File: src/rtl/alu_exec_unit.sv
// Execute-stage ALU: registered single-cycle ops plus bit-serial shifts, with
// valid/ready handshakes on both sides and a flush that kills in-flight work.
package sail_alu_pkg;
    localparam int kALU_OP_SEL_WIDTH     = 4;
    localparam int kALU_BRANCH_SEL_WIDTH = 3;

    localparam logic [kALU_OP_SEL_WIDTH-1:0] kSAIL_ALUCTL_ADD     = 4'd0;
    localparam logic [kALU_OP_SEL_WIDTH-1:0] kSAIL_ALUCTL_SUB     = 4'd1;
    localparam logic [kALU_OP_SEL_WIDTH-1:0] kSAIL_ALUCTL_AND     = 4'd2;
    localparam logic [kALU_OP_SEL_WIDTH-1:0] kSAIL_ALUCTL_OR      = 4'd3;
    localparam logic [kALU_OP_SEL_WIDTH-1:0] kSAIL_ALUCTL_XOR     = 4'd4;
    localparam logic [kALU_OP_SEL_WIDTH-1:0] kSAIL_ALUCTL_SLT     = 4'd5;
    localparam logic [kALU_OP_SEL_WIDTH-1:0] kSAIL_ALUCTL_SLL     = 4'd6;
    localparam logic [kALU_OP_SEL_WIDTH-1:0] kSAIL_ALUCTL_SRL     = 4'd7;
    localparam logic [kALU_OP_SEL_WIDTH-1:0] kSAIL_ALUCTL_SRA     = 4'd8;
    localparam logic [kALU_OP_SEL_WIDTH-1:0] kSAIL_ALUCTL_BRANCH  = 4'd9;
    localparam logic [kALU_OP_SEL_WIDTH-1:0] kSAIL_ALUCTL_INVALID = 4'd15;

    localparam logic [kALU_BRANCH_SEL_WIDTH-1:0] kSAIL_ALUCTL_BEQ  = 3'd0;
    localparam logic [kALU_BRANCH_SEL_WIDTH-1:0] kSAIL_ALUCTL_BNE  = 3'd1;
    localparam logic [kALU_BRANCH_SEL_WIDTH-1:0] kSAIL_ALUCTL_BLT  = 3'd2;
    localparam logic [kALU_BRANCH_SEL_WIDTH-1:0] kSAIL_ALUCTL_BGE  = 3'd3;
    localparam logic [kALU_BRANCH_SEL_WIDTH-1:0] kSAIL_ALUCTL_BLTU = 3'd4;
    localparam logic [kALU_BRANCH_SEL_WIDTH-1:0] kSAIL_ALUCTL_BGEU = 3'd5;
endpackage

module alu_exec_unit
    import sail_alu_pkg::*;
#(
    parameter int DATA_WIDTH = 32
) (
    input  logic                             clk_i,
    input  logic                             reset_n_i,
    input  logic                             valid_i,
    output logic                             ready_o,
    input  logic [kALU_OP_SEL_WIDTH-1:0]     op_sel_i,
    input  logic [kALU_BRANCH_SEL_WIDTH-1:0] branch_sel_i,
    input  logic [DATA_WIDTH-1:0]            a_i,
    input  logic [DATA_WIDTH-1:0]            b_i,
    input  logic                             flush_i,
    output logic                             valid_o,
    input  logic                             ready_i,
    output logic [DATA_WIDTH-1:0]            result_o,
    output logic                             branch_enable_o,
    output logic                             busy_o
);
    localparam int SHAMT_W = $clog2(DATA_WIDTH);

    typedef enum logic [1:0] {
        IDLE,
        SHIFT,
        HOLD
    } state_t;

    state_t                       state_q, state_d;
    logic [DATA_WIDTH-1:0]        result_q, result_d;
    logic                         branch_q, branch_d;
    logic [DATA_WIDTH-1:0]        work_q, work_d;
    logic [SHAMT_W-1:0]           count_q, count_d;
    logic [kALU_OP_SEL_WIDTH-1:0] shift_op_q, shift_op_d;

    logic                  accept;
    logic                  is_shift;
    logic [SHAMT_W-1:0]    shamt;
    logic [DATA_WIDTH-1:0] alu_res;
    logic                  alu_br;
    logic [DATA_WIDTH-1:0] shifted;

    assign ready_o         = (state_q == IDLE) || ((state_q == HOLD) && ready_i);
    assign accept          = valid_i && ready_o && !flush_i;
    assign valid_o         = (state_q == HOLD);
    assign busy_o          = (state_q == SHIFT);
    assign result_o        = result_q;
    assign branch_enable_o = branch_q;

    assign shamt    = b_i[SHAMT_W-1:0];
    assign is_shift = (op_sel_i == kSAIL_ALUCTL_SLL) || (op_sel_i == kSAIL_ALUCTL_SRL) ||
                      (op_sel_i == kSAIL_ALUCTL_SRA);

    always_comb begin : single_cycle_ops
        // NOTE: every combinational output is given a default first, so no path infers a latch.
        alu_res = '0;
        alu_br  = 1'b0;
        case (op_sel_i)
            kSAIL_ALUCTL_ADD: alu_res = a_i + b_i;
            kSAIL_ALUCTL_SUB: alu_res = a_i - b_i;
            kSAIL_ALUCTL_AND: alu_res = a_i & b_i;
            kSAIL_ALUCTL_OR:  alu_res = a_i | b_i;
            kSAIL_ALUCTL_XOR: alu_res = a_i ^ b_i;
            kSAIL_ALUCTL_SLT: alu_res = {{(DATA_WIDTH-1){1'b0}}, ($signed(a_i) < $signed(b_i))};
            kSAIL_ALUCTL_BRANCH: begin
                case (branch_sel_i)
                    kSAIL_ALUCTL_BEQ:  alu_br = (a_i == b_i);
                    kSAIL_ALUCTL_BNE:  alu_br = (a_i != b_i);
                    kSAIL_ALUCTL_BLT:  alu_br = ($signed(a_i) < $signed(b_i));
                    kSAIL_ALUCTL_BGE:  alu_br = ($signed(a_i) >= $signed(b_i));
                    kSAIL_ALUCTL_BLTU: alu_br = (a_i < b_i);
                    kSAIL_ALUCTL_BGEU: alu_br = (a_i >= b_i);
                    default:           alu_br = 1'b0;
                endcase
            end
            kSAIL_ALUCTL_INVALID: alu_res = '0;
            default:              alu_res = '0;
        endcase
    end

    // One-bit step of the latched shift; SRA replicates the sign bit.
    always_comb begin : shift_step
        shifted = work_q;
        case (shift_op_q)
            kSAIL_ALUCTL_SLL: shifted = {work_q[DATA_WIDTH-2:0], 1'b0};
            kSAIL_ALUCTL_SRL: shifted = {1'b0, work_q[DATA_WIDTH-1:1]};
            kSAIL_ALUCTL_SRA: shifted = {work_q[DATA_WIDTH-1], work_q[DATA_WIDTH-1:1]};
            default:          shifted = work_q;
        endcase
    end

    always_comb begin : next_state
        state_d    = state_q;
        result_d   = result_q;
        branch_d   = branch_q;
        work_d     = work_q;
        count_d    = count_q;
        shift_op_d = shift_op_q;

        if (flush_i) begin
            state_d = IDLE;
            count_d = '0;
        end else if (accept) begin
            if (!is_shift) begin
                state_d  = HOLD;
                result_d = alu_res;
                branch_d = alu_br;
            end else if (shamt == '0) begin
                state_d  = HOLD;
                result_d = a_i;
                branch_d = 1'b0;
            end else begin
                state_d    = SHIFT;
                work_d     = a_i;
                count_d    = shamt;
                shift_op_d = op_sel_i;
            end
        end else begin
            case (state_q)
                SHIFT: begin
                    work_d  = shifted;
                    count_d = count_q - 1'b1;
                    // The result register is only touched when the shift completes.
                    if (count_q == SHAMT_W'(1)) begin
                        state_d  = HOLD;
                        result_d = shifted;
                        branch_d = 1'b0;
                    end
                end
                HOLD: begin
                    if (ready_i) begin
                        state_d = IDLE;
                    end
                end
                default: begin
                end
            endcase
        end
    end

    // NOTE: sequential state uses non-blocking assignments so every flop samples pre-edge values.
    always_ff @(posedge clk_i or negedge reset_n_i) begin
        if (!reset_n_i) begin
            state_q    <= IDLE;
            result_q   <= '0;
            branch_q   <= 1'b0;
            work_q     <= '0;
            count_q    <= '0;
            shift_op_q <= '0;
        end else begin
            state_q    <= state_d;
            result_q   <= result_d;
            branch_q   <= branch_d;
            work_q     <= work_d;
            count_q    <= count_d;
            shift_op_q <= shift_op_d;
        end
    end
endmodule

File: config.mk
export PLATFORM = sky130hd
export DESIGN_NAME = alu_exec_unit
export DESIGN_NICKNAME = d
export VERILOG_FILES = /design/src/rtl/alu_exec_unit.sv
export SDC_FILE = /design/constraint.sdc
export NUM_CORES = 1
export LEC_CHECK = 0
export ABC_AREA = 1
export BUFFER_PORTS_ARGS = -buffer_cell sky130_fd_sc_hd__buf_2
export CAP_MARGIN = 15
export CORE_MARGIN = 2
export CORE_UTILIZATION = 35
export DETAILED_ROUTE_END_ITERATION = 6
export HOLD_SLACK_MARGIN = 0.08
export PLACE_DENSITY = 0.5
export SYNTH_ARGS = -nofsm -noshare
export SYNTH_HDL_FRONTEND = slang
export SYNTH_SLANG_ARGS = --single-unit
File: constraint.sdc
create_clock -name clk_i -period 3.4 [get_ports clk_i]
set_clock_uncertainty 0.15 [all_clocks]
set_input_delay 0.17 -clock clk_i [delete_from_list [all_inputs] [get_ports clk_i]]
set_output_delay 0.17 -clock clk_i [all_outputs]
set_load 0.01 [all_outputs]
Word level (Yosys, flattened, before mapping)
Index checks and enable logic that the tools add are counted.

word-level totals
  logic and storage cells = 97
  output and inout bits = 36
  input port bits = 76
  bits in registers = 76

operators by class
  bitwise gates (word level) = 5
  multiplexer cells = 30
  reductions and logical operators = 20
  order comparisons = 4
  equality and inequality tests = 29
  $add $sub $neg = 3

operators with widths
  kind                                                                      number
  32-bit 2-to-1 mux                                                         9
  32-bit one-hot mux with 6 select lines                                    1
  32-bit one-hot mux with 3 select lines                                    1
  32-bit greater-or-equal comparator                                        2
  32-bit less-than comparator                                               2
  32-bit adder                                                              1
  32-bit bitwise AND                                                        1
  32-bit == test                                                            1
  32-bit inequality test                                                    1
  32-bit OR                                                                 1
  32-bit subtractor                                                         1
  32-bit bitwise XOR                                                        1
  5-bit 2-to-1 mux                                                          5
  4-bit by 3-bit == test with 1-bit output (second input constant)          6
  4-bit == test (second input constant)                                     3
  2-bit 2-to-1 mux                                                          6
  4-bit AND reduction                                                       3
  4-bit by 2-bit == test with 1-bit output (second input constant)          2
  4-bit by 2-bit inequality test with 1-bit output (second input constant)  2
  3-bit by 2-bit == test with 1-bit output (second input constant)          2
  3-bit == test (second input constant)                                     2
  1-bit 2-to-1 mux                                                          6
  3-bit by 2-bit inequality test with 1-bit output (second input constant)  2
  1-bit one-hot mux with 6 select lines                                     1
  other kinds (22)                                                          29

Depth between registers and ports, before layout
  word-level depth = 7
  mapped depth = 18
  depth with buffers taken out = 18

Worst setup path after synthesis
OpenSTA, ideal clock, no wires.

  path kind = input-to-reg
  start = input port a_i[0]
  end = register branch_q (netlist: branch_enable_o)
  path buffers = 0
  cell stages on the path = 18
  arrival time = 1744 ps
  required time = 3134 ps
  library setup time = 116 ps
  slack = 1390 ps
  path through = inv_1 ha_1 inv_1 fa_1 nand2_1 nand2_1 nand2_1 nand2_1 nand2_1 nand2_1 nand2_2 nand2_1 nand2_1 nand3_1 nand2_1 nand3_1 nand2_1 nand2_1

between the ends
  word-level cells in the longest chain between the ends = 5
  elaborated cells on any way between the ends = 10
  those cells by class = 4 x order compare; 2 x eq/ne; 4 x mux

RTL lines
  element                                                           RTL line  text
  start, declared                                                   38        input logic [DATA_WIDTH-1:0] a_i,
  32-bit greater-or-equal comparator, or another cell as far along  98        kSAIL_ALUCTL_BGEU: alu_br = (a_i >= b_i);
  1-bit one-hot mux with 6 select lines (*)                         92        case (branch_sel_i)
  1-bit 2-to-1 mux (*)                                              84        case (op_sel_i)
  1-bit 2-to-1 mux (*)                                              130       if (!is_shift) begin
  1-bit 2-to-1 mux (*)                                              129       end else if (accept) begin
  end signal, assigned                                              179       branch_q <= branch_d;
  end, declared                                                     57        logic branch_q, branch_d;

Every way passes the cells marked *; elsewhere a longest branch is shown, timed or not.
A chain may end at the register's enable or synchronous reset.

Final worst setup path
  start = input port a_i[14]
  end = register result_q[27] (netlist: result_o[27])

between the ends
  word-level cells in the longest chain between the ends = 4
  elaborated cells on any way between the ends = 5
  those cells by class = 2 x add/sub; 3 x mux

RTL lines
  element                                                   RTL line  text
  32-bit subtractor / 32-bit adder (equally long branches)  86, 85
  32-bit one-hot mux with 6 select lines (*)                84
  32-bit 2-to-1 mux (*)                                     130
  32-bit 2-to-1 mux (*)                                     129
  end signal, assigned                                      178       result_q <= result_d;
  end, declared                                             56        logic [DATA_WIDTH-1:0] result_q, result_d;

Marked as above.

==> summary.txt <==
Clocking
  • CTS clk-pin slew, worst paths: 0.06 ns
  • CTS Sinks: 76
  • Root buf cell: clkbuf_16
  • Inserted Clock Buffers: 9
  • Longest Clk Path Bufs: 2
  • Clock Latency Late Sink: 0.34 ns
  • CTS tree: built
  • Post-CTS setup buffer count: 0
  • H-tree Lvls: 3

Synth
  • YS warnings: 0
  • Synth area leaders: nand2_1 22%, dfrtp_1 18%, ha_1 12%
  • Unique cell type count in the Yosys netlist: between 40 and 50
  • Mean post-synth cell area: 5.67 um^2
  • Syn_nets: between 2k and 2.5k
  • Seq/Total Area, Yosys: 0.181
  • Share of the synthesized area in the top cell type: 0.217
  • Main synth FF type: dfrtp_1
  • Fraction of registers with async set/reset: 1.00
  • Post-synthesis instance total: 1853
  • Synth area leader: nand2_1
  • #FFs+latches synth: between 70 and 80
  • Post-Syn Area: 10500 um^2
  • EDFF count, synth: 0

Global routing
  • Initial antenna violation count: 1
  • Gr usage total: 0.275
  • Vias in the first global route: 11.4k
  • GRT overflow: 0
  • Largest net degree at the start of global routing: 41
  • First-pass GRT wire length: 65600 um

Die
  • Die area: approximately 31000 um^2
  • Starting density of the core: 0.355
  • # IOs: 112
  • Core Region: approximately 30000 um^2
  • Std cell rows: 63
  • Die Y-Extent: 177 um
  • Die Span X: 177 um

Drt
  • Pre-antenna DRT Iters: 6
  • Routed len/inst: between 15 and 20 um
  • Vias: around 12k
  • Initial DRC Count: 1109
  • Final WL: ~43000 um
  • Final ANT Viol Nets: 0
  • Post-route DRC: 0
  • Via-to-Cell Ratio: about 5.2

STA
  • Setup Viol. Count Final: 0
  • Post-layout min period: 3.02 ns
  • Worst slew pin tran: 0.939 ns
  • RSZ-0062 raised after global routing: no
  • Peak Freq: 331 MHz
  • Setup TNS: 0 ns
  • Slew Limit Fails: 0
  • Max-slew headroom: 0.370
  • Tcrit/Tclk final: 0.889
  • Count of final hold-check violations: 0

Setup path
  • Worst endpoint required time: approximately 3.5 ns
  • Crit path max fanout: 8
  • Worst setup EP type: register
  • CP Cell Sequence: dlygate4sd3_1 > buf_2 > inv_1 > ha_1 > nand2_1 > nor2_1 > nand2_1 > nor4_1 > nand2_1 > nand2_1 > nand2_1 > nand3_1 > nand3_1 > nand2_1 > a21oi_1
  • Delay of the slowest critical-path stage: 0.52 ns
  • Most common cell on crit path: nand2_1
  • Crit-path slowest cell: dlygate4sd3_1
  • CP Depth: 15
  • Buf+Inv Stages, Crit Path: 3
  • Register-to-Register Path Depth: 9
  • Worst EP arrival: between 3 and 4 ns
  • Cell family with most CP delay: simple AND/OR/NAND/NOR gates
  • Critical path class: input port to register
  • Critical path launch point type: input port

Layout
  • Final nets: 2115
  • Finished Cell Area: 11800 um^2
  • Fillers: 3374
  • Share of post-route cells with drive strength above 1: 0.0854
  • Area grow syn2layout: 12.7%
  • Non-filler cells, final: 2335

Power
  • Power, Total: ~5800 uW
  • Leak pwr: about 0.0065 uW
  • Max VDD drop: ~670 uV
  • PD cells: about 490 nW/um^2

Placement
  • RePlAce Congestion: 0.927
  • Number of port buffers: 111
  • Cell total after placement: 2308
  • DP HPWL: 34800 um
  • Placed Area: 11400 um^2

Min path
  • Hold depth: 3
  • Min-delay worst type: input port to register

Run
  • Max-cap check violation count: 0

Outcome
  • Status: complete, no violations
## per-layer routing
layer | routed length [um] | track usage
met1 | 20700 | 0.407
met2 | 18500 | 0.425
met3 | 2660 | 0.0294
met4 | 862 | 0.0658
met5 | 0 | 0
## flip-flops by register name, indices dropped and copies added, names as in the netlist
| name | cells |
|---|---|
| branch_enable_o | 1 |
| count_q | 5 |
| result_o | 32 |
| shift_op_q | 4 |
| state_q | 2 |
| work_q | 32 |
## cells in the final DEF, fill, tap and decap left out, drive strengths merged, types with 2 or more instances in the layout
master / count
bufinv: 2
a211oi: 24
nand2: 610
a31oi: 36
nand4: 9
a21oi: 154
xor2: 5
o221ai: 2
clkinv: 4
inv: 322
a22oi: 2
nor2: 169
o211ai: 6
o21ai: 68
nor4: 4
o22ai: 32
ha: 98
buf: 134
nand3: 129
and3: 4
dlygate4sd3: 10
clkbuf: 11
nor3: 14
dfrtp: 76
fa: 2
xnor2: 3
o21bai: 7
## cell type report
type                    count  area [um^2]  area share
multi-input cells        1384         7050       0.596
flip-flops and latches     76         1900       0.161
inverters                 324         1220       0.103
repair buffers            144          856      0.0723
well taps                 390          488      0.0412
clock buffers              11          233      0.0197
clock inverters             5         85.1     0.00719
diodes                      1         2.50    0.000212
## cell usage after synthesis, drive strengths merged (2+ instances only)
cell type  instances
ha                98
xor2               5
a21oi            154
a22oi              2
o221ai             2
o211ai             6
nand3            129
and3               4
fa                 2
a211oi            24
nor3              14
o21bai             7
a31oi             36
xnor2              3
clkbuf            21
dfrtp             76
nand4              9
buf               48
inv              321
o21ai             68
nand2            610
nor2             169
o22ai             32
nor4               4
clkinv             3
## logic make-up (layout without fill, tap and decap cells)
kind of cell / after synthesis / after routing / synth area share
AOI/OAI and AO/OA: 337 / 337 / 0.182
xor gates and xnor gates: 8 / 8 / 0.00667
adders and majority gates: 100 / 100 / 0.121
buffers and inverters: 393 / 484 / 0.149
DFF: 76 / 76 / 0.181
other: 0 / 1 / 0
and+or+nand+nor: 939 / 939 / 0.361
## path summary, 6_finish.rpt
| check | startpoint | end | slack [ns] |
|---|---|---|---|
| max in group asynchronous | reset_n_i | result_o[15]$_DFFE_PN0P_ | 2.18 |
| min | a_i[26] | work_q[26]$_DFFE_PN0P_ | 0.08 |
| max | a_i[14] | result_o[27]$_DFFE_PN0P_ | 0.38 |
| max reg2reg | state_q[1]$_DFFE_PN0P_ | work_q[21]$_DFFE_PN0P_ | 0.74 |
| min in group asynchronous | reset_n_i | work_q[27]$_DFFE_PN0P_ | 0.20 |
| min reg2reg | work_q[0]$_DFFE_PN0P_ | work_q[0]$_DFFE_PN0P_ | 0.37 |
## report_power, final
group,internal [uW],switching (uW)
registers,1330,365
clock network,648,391
logic,1050,2010
total,3030,2770
## what timing repair did
item | in CTS | in global routing
gates resized for setup | 0 | 0
hold buffers | 10 | 0
setup endpoints to repair | 0 | 0
hold endpoints to repair | 47 | 0
## worst reg2reg max path: stages (launching register included)
cell     delay (ns)
dfrtp_1        0.38
inv_2          0.09
nor2_1         0.05
nor2_2         0.12
nand3_2        0.32
inv_2          0.35
nand2_1        0.11
nand2_2        0.43
buf_4          0.39
o21ai_0        0.15
## metrics by stage
stage | setup WS, ns | hold WS, ns | util
2_1_floorplan | 1.39 | -0.276 | -
3_3_place_gp | 0.295 | 0.0544 | 0.386
3_5_place_dp | 0.363 | 0.0461 | 0.386
4_1_cts | 0.433 | 0.0810 | 0.400
5_1_grt | 0.245 | 0.100 | 0.400
6_report | 0.377 | 0.0845 | 0.400
(Power assumes the default switching activity.)
